### config.mk
export PLATFORM = sky130hd
export DESIGN_NAME = spfs_rd_ctrl
export DESIGN_NICKNAME = d
export VERILOG_FILES = /design/src/rtl/spfs_pkg.sv /design/src/rtl/spfs_sclk_div.sv /design/src/rtl/spfs_rd_ctrl.sv
export SDC_FILE = /design/constraint.sdc
export NUM_CORES = 1
export LEC_CHECK = 0
export CAP_MARGIN = 30
export CORE_ASPECT_RATIO = 0.6
export CORE_MARGIN = 1.5
export CORE_UTILIZATION = 48
export CTS_CLUSTER_DIAMETER = 100
export DETAILED_ROUTE_END_ITERATION = 8
export PLACE_DENSITY = 0.74
export SYNTH_ARGS = -nofsm -noshare
export SYNTH_HDL_FRONTEND = slang
export SYNTH_SLANG_ARGS = --single-unit
### constraint.sdc
create_clock -name clk_i -period 2.7 [get_ports clk_i]
set_clock_uncertainty 0.05 [all_clocks]
set_input_delay 0.405 -clock clk_i [delete_from_list [all_inputs] [get_ports clk_i]]
set_output_delay 0.405 -clock clk_i [all_outputs]
set_load 0.05 [all_outputs]
### src/rtl/spfs_pkg.sv
// Shared types and constants for the single-bit SPI flash read sequencer.
package spfs_pkg;

  typedef enum logic [1:0] {IDLE, SHIFT, DONE, GAP} state_e;

  localparam logic [7:0] CMD_READ   = 8'h03;
  localparam int         TOTAL_BITS = 64;
  localparam int         DATA_BITS  = 32;

  // Wire order is byte0 first, MSB-first per byte; the bus wants byte0 in [7:0].
  function automatic logic [DATA_BITS-1:0] wire_to_le(input logic [DATA_BITS-1:0] rx);
    return {rx[7:0], rx[15:8], rx[23:16], rx[31:24]};
  endfunction

endpackage

### src/rtl/spfs_sclk_div.sv
// SPI mode-0 clock divider: toggles sclk every CLK_DIV enabled cycles, idles low.
module spfs_sclk_div #(
  parameter int CLK_DIV = 2
) (
  input  logic clk_i,
  input  logic rst_n_i,
  input  logic en,
  output logic sclk,
  output logic rise_stb,
  output logic fall_stb
);

  logic [7:0] cnt_q;
  logic       term;

  assign term     = en && (cnt_q == 8'(CLK_DIV - 1));
  assign rise_stb = term && !sclk;
  assign fall_stb = term && sclk;

  always_ff @(posedge clk_i or negedge rst_n_i) begin
    if (!rst_n_i) begin
      cnt_q <= '0;
      sclk  <= 1'b0;
    end else if (!en) begin
      cnt_q <= '0;
      sclk  <= 1'b0;
    end else if (term) begin
      cnt_q <= '0;
      sclk  <= ~sclk;
    end else begin
      cnt_q <= cnt_q + 8'd1;
    end
  end

endmodule

### src/rtl/spfs_rd_ctrl.sv
// Read-only SPI flash sequencer: READ cmd + 24-bit address, then 32 data clocks,
// returning a little-endian word. Sole driver of the cust_spfs pads.
module spfs_rd_ctrl
  import spfs_pkg::*;
#(
  parameter int CLK_DIV = 2,
  parameter int CS_GAP  = 4
) (
  input  logic        clk_i,
  input  logic        rst_n_i,
  input  logic        req_valid_i,
  output logic        req_ready_o,
  input  logic [23:0] req_addr_i,
  output logic        resp_valid_o,
  output logic [31:0] resp_data_o,
  output logic        busy_o,
  output logic        spfs_clk_o,
  output logic        spfs_cs_o,
  output logic        spfs_mosi_o,
  input  logic        spfs_miso_i
);

  localparam int BCW = $clog2(TOTAL_BITS) + 1;

  state_e                  state_q, state_d;
  logic [TOTAL_BITS-1:0]   tx_q;
  logic [DATA_BITS-1:0]    rx_q;
  logic [BCW-1:0]          bit_cnt_q;
  logic [7:0]              gap_cnt_q;
  logic                    sclk, rise_stb, fall_stb;
  logic                    hs, bits_done, div_en, gap_done;

  assign hs        = (state_q == IDLE) && req_valid_i;
  assign bits_done = (bit_cnt_q == BCW'(TOTAL_BITS));
  // Divider stops after the last falling edge so SHIFT holds one quiet cycle with sclk low.
  assign div_en    = (state_q == SHIFT) && !bits_done;
  // GAP lasts CS_GAP-1 cycles (at least one), so DONE+GAP keep cs high >= CS_GAP cycles.
  assign gap_done  = ({1'b0, gap_cnt_q} + 9'd2) >= 9'(CS_GAP);

  spfs_sclk_div #(.CLK_DIV(CLK_DIV)) u_div (
    .clk_i    (clk_i),
    .rst_n_i  (rst_n_i),
    .en       (div_en),
    .sclk     (sclk),
    .rise_stb (rise_stb),
    .fall_stb (fall_stb)
  );

  always_comb begin
    state_d = state_q;
    unique case (state_q)
      IDLE:    if (hs) state_d = SHIFT;
      SHIFT:   if (bits_done) state_d = DONE;
      DONE:    state_d = GAP;
      GAP:     if (gap_done) state_d = IDLE;
      default: state_d = IDLE;
    endcase
  end

  always_ff @(posedge clk_i or negedge rst_n_i) begin
    if (!rst_n_i) begin
      state_q     <= IDLE;
      bit_cnt_q   <= '0;
      gap_cnt_q   <= '0;
      resp_data_o <= '0;
    end else begin
      state_q <= state_d;
      if (hs)            bit_cnt_q <= '0;
      else if (fall_stb) bit_cnt_q <= bit_cnt_q + BCW'(1);
      gap_cnt_q <= (state_q == GAP) ? gap_cnt_q + 8'd1 : 8'd0;
      if (state_q == SHIFT && bits_done) resp_data_o <= wire_to_le(rx_q);
    end
  end

  // Shift registers: TX loads on handshake and advances on falls, RX samples on rises.
  always_ff @(posedge clk_i) begin
    if (hs)            tx_q <= {CMD_READ, req_addr_i, {DATA_BITS{1'b0}}};
    else if (fall_stb) tx_q <= {tx_q[TOTAL_BITS-2:0], 1'b0};
    if (rise_stb)      rx_q <= {rx_q[DATA_BITS-2:0], spfs_miso_i};
  end

  assign req_ready_o  = (state_q == IDLE);
  assign busy_o       = (state_q != IDLE);
  assign resp_valid_o = (state_q == DONE);
  assign spfs_cs_o    = (state_q != SHIFT);
  assign spfs_mosi_o  = (state_q == SHIFT) && tx_q[TOTAL_BITS-1];
  assign spfs_clk_o   = sclk;

endmodule

# Word-level counts from Yosys, hierarchy flattened
# Cells that the tools add are included.
# W data, S select, Z words.
dict set report op_classes {
  add_sub_neg 4
  magnitude_cmp 1
  n_eq_ne 10
  n_mux 13
  n_bitwise 1
  reduce_logical 13
}
# operator count
set op_table {}
lappend op_table {{$mux W56} 2}
lappend op_table {{$mux W8} 3}
lappend op_table {{$add A8 B1 Y8 const B} 2}
lappend op_table {{$mux W7} 2}
lappend op_table {{$add A8 B2 Y9 const B} 1}
lappend op_table {{$ge A9 B3 Y1 const B} 1}
lappend op_table {{$eq A8 B1 Y1 const B} 1}
lappend op_table {{$pmux W2 S4} 1}
lappend op_table {{$add A7 B1 Y7 const B} 1}
lappend op_table {{$eq A7 B7 Y1 const B} 1}
lappend op_table {{$logic_and A1 B1 Y1} 7}
lappend op_table {{$mux W2} 3}
lappend op_table {{$ne A2 B2 Y1 const B} 3}
lappend op_table {{$eq A2 B2 Y1 const B} 2}
lappend op_table {{$ne A2 B1 Y1 const B} 2}
lappend op_table {{$reduce_bool A2 Y1} 2}
lappend op_table {{$reduce_and A3 Y1} 1}
lappend op_table {{$eq A2 B1 Y1 const B} 1}
lappend op_table {{$logic_not A1 Y1} 2}
lappend op_table {{$logic_not A2 Y1} 1}
lappend op_table {{$mux W1} 2}
lappend op_table {{$not A1 Y1} 1}
dict set report word_totals {
  regBits 122
  output_inout_bits 38
  elab_cells 51
}

# Depth between registers and ports, before layout
dict set report depth {
  word_depth 7
  depth_mapped 8
}

# Hierarchy
# Synthesis repeated with hierarchy kept, for this count alone.
dict set report hier_totals {
  cells_unflattened 365
  hier_area_um2 4887.2
}
# module n_inst cells_per_inst area_each_um2
set modules_own_cells {}
lappend modules_own_cells {spfs_rd_ctrl 1 319 4444.3}
lappend modules_own_cells {spfs_sclk_div 1 46 442.9}

# Worst setup path after synthesis
# OpenSTA, ideal clock, no wires.
dict set report synth_timing {
  path_type {register to register}
  startpoint {reg u_div.cnt_q[1]}
  endpoint {reg rx_q[0] (enable)}
  t_arrival_ns 2.445
  required_time_ns 2.229
  slack_ns -0.217
  stages_incl_launch_ff 6
  synth_period_minus_slack_ns 2.917
  cell_sequence {dfrtp_1 > inv_1 > ha_1 > nor4b_2 > o2111ai_2 > nor2_1}
}
dict set report synth_via {
  elab_chain_cells 3
}
# element line
set synth_lines {}
lappend synth_lines {{start: declaration} spfs_sclk_div.sv:13} ;# logic [7:0] cnt_q;
lappend synth_lines {{start signal: assignment} spfs_sclk_div.sv:31} ;# cnt_q <= cnt_q + 8'd1;
lappend synth_lines {{$eq A8 B1 Y1} spfs_sclk_div.sv:16} ;# assign term = en && (cnt_q == 8'(CLK_DIV - 1));
lappend synth_lines {{$logic_and A1 B1 Y1} spfs_sclk_div.sv:16}
lappend synth_lines {{$logic_and A1 B1 Y1} spfs_sclk_div.sv:17} ;# assign rise_stb = term && !sclk;
lappend synth_lines {{net rise_stb} spfs_rd_ctrl.sv:30} ;# logic sclk, rise_stb, fall_stb;
lappend synth_lines {{end signal: assignment} spfs_rd_ctrl.sv:79} ;# if (rise_stb) rx_q <= {rx_q[DATA_BITS-2:0], spfs_miso_i};
lappend synth_lines {{end: declaration} spfs_rd_ctrl.sv:27} ;# logic [DATA_BITS-1:0] rx_q;
# The timed path passes the listed nets, and every way through them passes these cells.
# A chain may end at the register's enable or synchronous reset.

# Worst setup path after layout
dict set report layout_timing {
  startpoint {reg state_q[1]}
  endpoint {out spfs_mosi_o}
}
dict set report layout_via {
  elab_chain_cells 2
}
# element line
set layout_lines {}
lappend layout_lines {{start: declaration} spfs_rd_ctrl.sv:25} ;# state_e state_q, state_d;
lappend layout_lines {{start signal: assignment} spfs_rd_ctrl.sv:67} ;# state_q <= state_d;
lappend layout_lines {{$eq A2 B1 Y1} spfs_rd_ctrl.sv:86} ;# assign spfs_mosi_o = (state_q == SHIFT) && tx_q[TOTAL_BITS-1];
lappend layout_lines {{$logic_and A1 B1 Y1} spfs_rd_ctrl.sv:86}
lappend layout_lines {{end: declaration} spfs_rd_ctrl.sv:19} ;# output logic spfs_mosi_o,
# Every way passes these cells.

==> impl_metrics.py <==
metrics = {
    "status": {
        "status": "completed",
    },
    "die": {
        "die_area_um2": 11200,
        "die_height_um": 82.4,
        "ios": 66,
        "start_util": 0.502,
        "fp.dieW_um": 135,
        "coreArea_um2": 10100,
        "num_rows": 28,
    },
    "logic_synthesis": {
        "ys_warn_count": 0,
        "synth_edf_count": 56,
        "yosysSeqAreaShare": 0.652,
        "yosysMostFrequentCell": "nand2_1",
        "syn_area_um2": 5050,
        "avgSynthCellArea_um2": 13.5,
        "ys.flop_type": "dfrtp_1",
        "synth_seq_cells": 122,
        "synth_nets": 412,
        "async_flop_share": 0.475,
        "synthTopCellsByArea": "edfxtp_1, dfrtp_1, mux2_4, nand2_1, dfxtp_1",
        "synth_top_area_share": 0.333,
        "synthTopCellsByCount": "nand2_1, dfrtp_1, edfxtp_1",
        "yosys.area.top_type": "edfxtp_1",
        "synthesis.instances": 373,
        "synthDistinctLibCells": 36,
    },
    "finish": {
        "fin_area_um2": 6460,
        "fin_util": 0.643,
        "syn2layout_area_growth_pct": 28.0,
        "multi_input_comb_area_um2": 1600,
        "layout-drive-gt1-share": 0.174,
        "num_antenna_cells": 0,
        "seqCellArea_um2": 3290,
        "final_nets": 492,
        "num-fill-cells": 708,
        "fin_cells": 601,
    },
    "worst_hold_path": {
        "hp-class": "input pin to asynchronous set/reset pin",
    },
    "routing": {
        "viasPerCell": 4.97,
        "wl_per_cell_um": 15.3,
        "drcViolationCount": 0,
        "routed_wl_um": 9180,
        "drt_first_pass_iters": 4,
        "ant_nets": 0,
        "vias": 2985,
        "first_iter_violations": 231,
    },
    "timing": {
        "hold_viol": 0,
        "tightest_slew_ps": 746,
        "fin_crit_ps": 2570,
        "period_share": 0.953,
        "max_clock_freq_ghz": 0.389,
        "tns_ps": 0,
        "worst_slew_margin_rel": 0.503,
        "slew_violations": 0,
        "final-setup-viol-count": 0,
        "rsz0062_at_grt": "false",
    },
    "placement": {
        "dp_hpwl_um": 5910,
        "place.gp.congestion": 0.778,
        "dpl-instance-area_um2": 5820,
        "dp_cells": 569,
        "portBuffers": 65,
    },
    "critical_path": {
        "crit_path_max_fanout": 4,
        "start_kind": "flop",
        "crit_path_end_kind": "output pin",
        "critPathKind": "flop to output pin",
        "cp_data_required_time_ps": 2250,
        "critPathArrivalTime_ps": 2120,
    },
    "clock_network": {
        "cts_buffer_depth": 2,
        "cts_resized": 0,
        "numCtsBuffers": 17,
        "clk_pin_slew_ps": 60,
        "cts_root_buf": "clkbuf_16",
        "hold_buffers": 0,
        "clock_latency_ps": 410,
        "htreeDepth": 4,
        "cts_tree": "built",
        "postCtsSetupRepairBufs": 0,
        "cts.sinks": 122,
    },
    "pwr": {
        "switching_share": 0.345,
        "p_int_mw": 4.91,
        "power_density_nw_per_um2": 1160,
        "ir_drop_v": 0.000648,
        "pwr-share-clk": 0.325,
        "switchingPower_mw": 2.59,
        "power_frac_comb": 0.319,
        "power_frac_seq": 0.356,
        "leakagePower_nw": 2.86,
    },
    "run": {
        "max-cap-violations": 0,
    },
    "global_routing": {
        "grt_use_total": 0.181,
        "grt_overflow": 0,
        "grt_max_degree": 59,
        "antenna_found_initial": 0,
        "grt_pass1_wl_um": 14900,
        "use_met3": 0.0507,
        "grt_busiest_layer": "met2",
        "met1_usage": 0.254,
        "gr-usage-met2": 0.263,
        "grt_pass1_vias": 2944,
    },
}
-- power groups by stage --
stage	logic [mW]	clock network [mW]	registers, mW
2_1_floorplan	0.892	0	3.40
3_3_place_gp	2.36	0	2.68
3_5_place_dp	2.40	0	2.70
4_1_cts	2.42	2.47	2.67
5_1_grt	2.55	2.55	2.73
6_report	2.40	2.44	2.67
-- layout by cell type, fill, tap and decap left out, types with 2 or more instances in the layout --
master	synthesis	routed
clkbuf_16	0	17
nor3_1	6	6
and2_1	6	6
clkdlybuf4s50_1	0	64
edfxtp_1	56	56
nand3_1	9	9
nand2_1	81	81
nor2_1	23	22
xnor2_1	11	11
inv_6	0	5
or3_1	3	2
nor2b_1	2	2
nand4_1	2	2
dfrtp_1	58	58
mux2i_1	9	9
bufinv_16	0	4
mux2_4	30	30
buf_4	0	9
inv_1	12	12
a21boi_0	2	2
dfxtp_1	8	8
xor2_1	7	7
ha_1	11	11
and3_1	3	3
mux2_2	3	3
clkinvlp_4	0	2
o21ai_0	6	6
clkinv_4	0	4
-- kinds of logic (layout without fill, tap and decap cells) --
group,after synthesis,after routing,share of synthesized area
AND/OR/NAND/NOR,142,142,0.125
multiplexers,42,42,0.114
adder cells (fa/ha/maj),11,11,0.0273
XOR/XNOR,18,18,0.0312
AO/OA/AOI/OAI,13,13,0.0196
flip-flops,122,122,0.652
buffers and inverters,25,118,0.0312
-- per-layer routing --
layer / up-vias / routed length, µm / part of all wire
met5: - / 0 / 0
met4: 0 / 140 / 0.015
met3: 11 / 251 / 0.027
met2: 50 / 4200 / 0.46
met1: 1481 / 4590 / 0.50
li1: 1443 / - / -
-- flip-flops by register name, indices dropped and copies added, names as in the netlist --
register	flops
bit_cnt_q	7
tx_q	32
rx_q	32
state_q	2
resp_data_o	32
u_div.sclk	1
u_div.cnt_q	8
gap_cnt_q	8
-- critical path, cell delays in order (launching register included) --
cell	delay (ps)
dfrtp_1	410
inv_1	90
ha_1	250
and2_1	150
clkdlybuf4s50_1	810
-- area by class of cell --
cell class	instances	share of cell area
flip-flops and latches	122	0.510
multi-input cells	226	0.248
repair buffers	74	0.110
clock buffers	17	0.0658
clock inverters	15	0.0331
well taps	135	0.0261
inverters	12	0.00697
-- final timing paths --
path,start,endpoint,slack (ps),cells after the start
min in group clk_i,rx_q[16],rx_q[17],400,0
max in group asynchronous,rst_n_i,bit_cnt_q[5],2010,2
worst min register to register,rx_q[16],rx_q[17],400,0
worst min-delay path,rst_n_i,resp_data_o[25],90,2
worst max-delay path,state_q[1],spfs_mosi_o,130,4
worst max register to register,bit_cnt_q[5],resp_data_o[16],460,4
-- metrics by stage --
step	setup slack, ps	power, mW	hold slack [ps]
2_1_floorplan	208	4.29	59.4
3_3_place_gp	497	5.04	376
3_5_place_dp	471	5.10	388
4_1_cts	87.0	7.56	108
5_1_grt	1.14	7.82	147
6_report	128	7.51	86.9
Note: power is estimated with default switching activity, not from simulation.
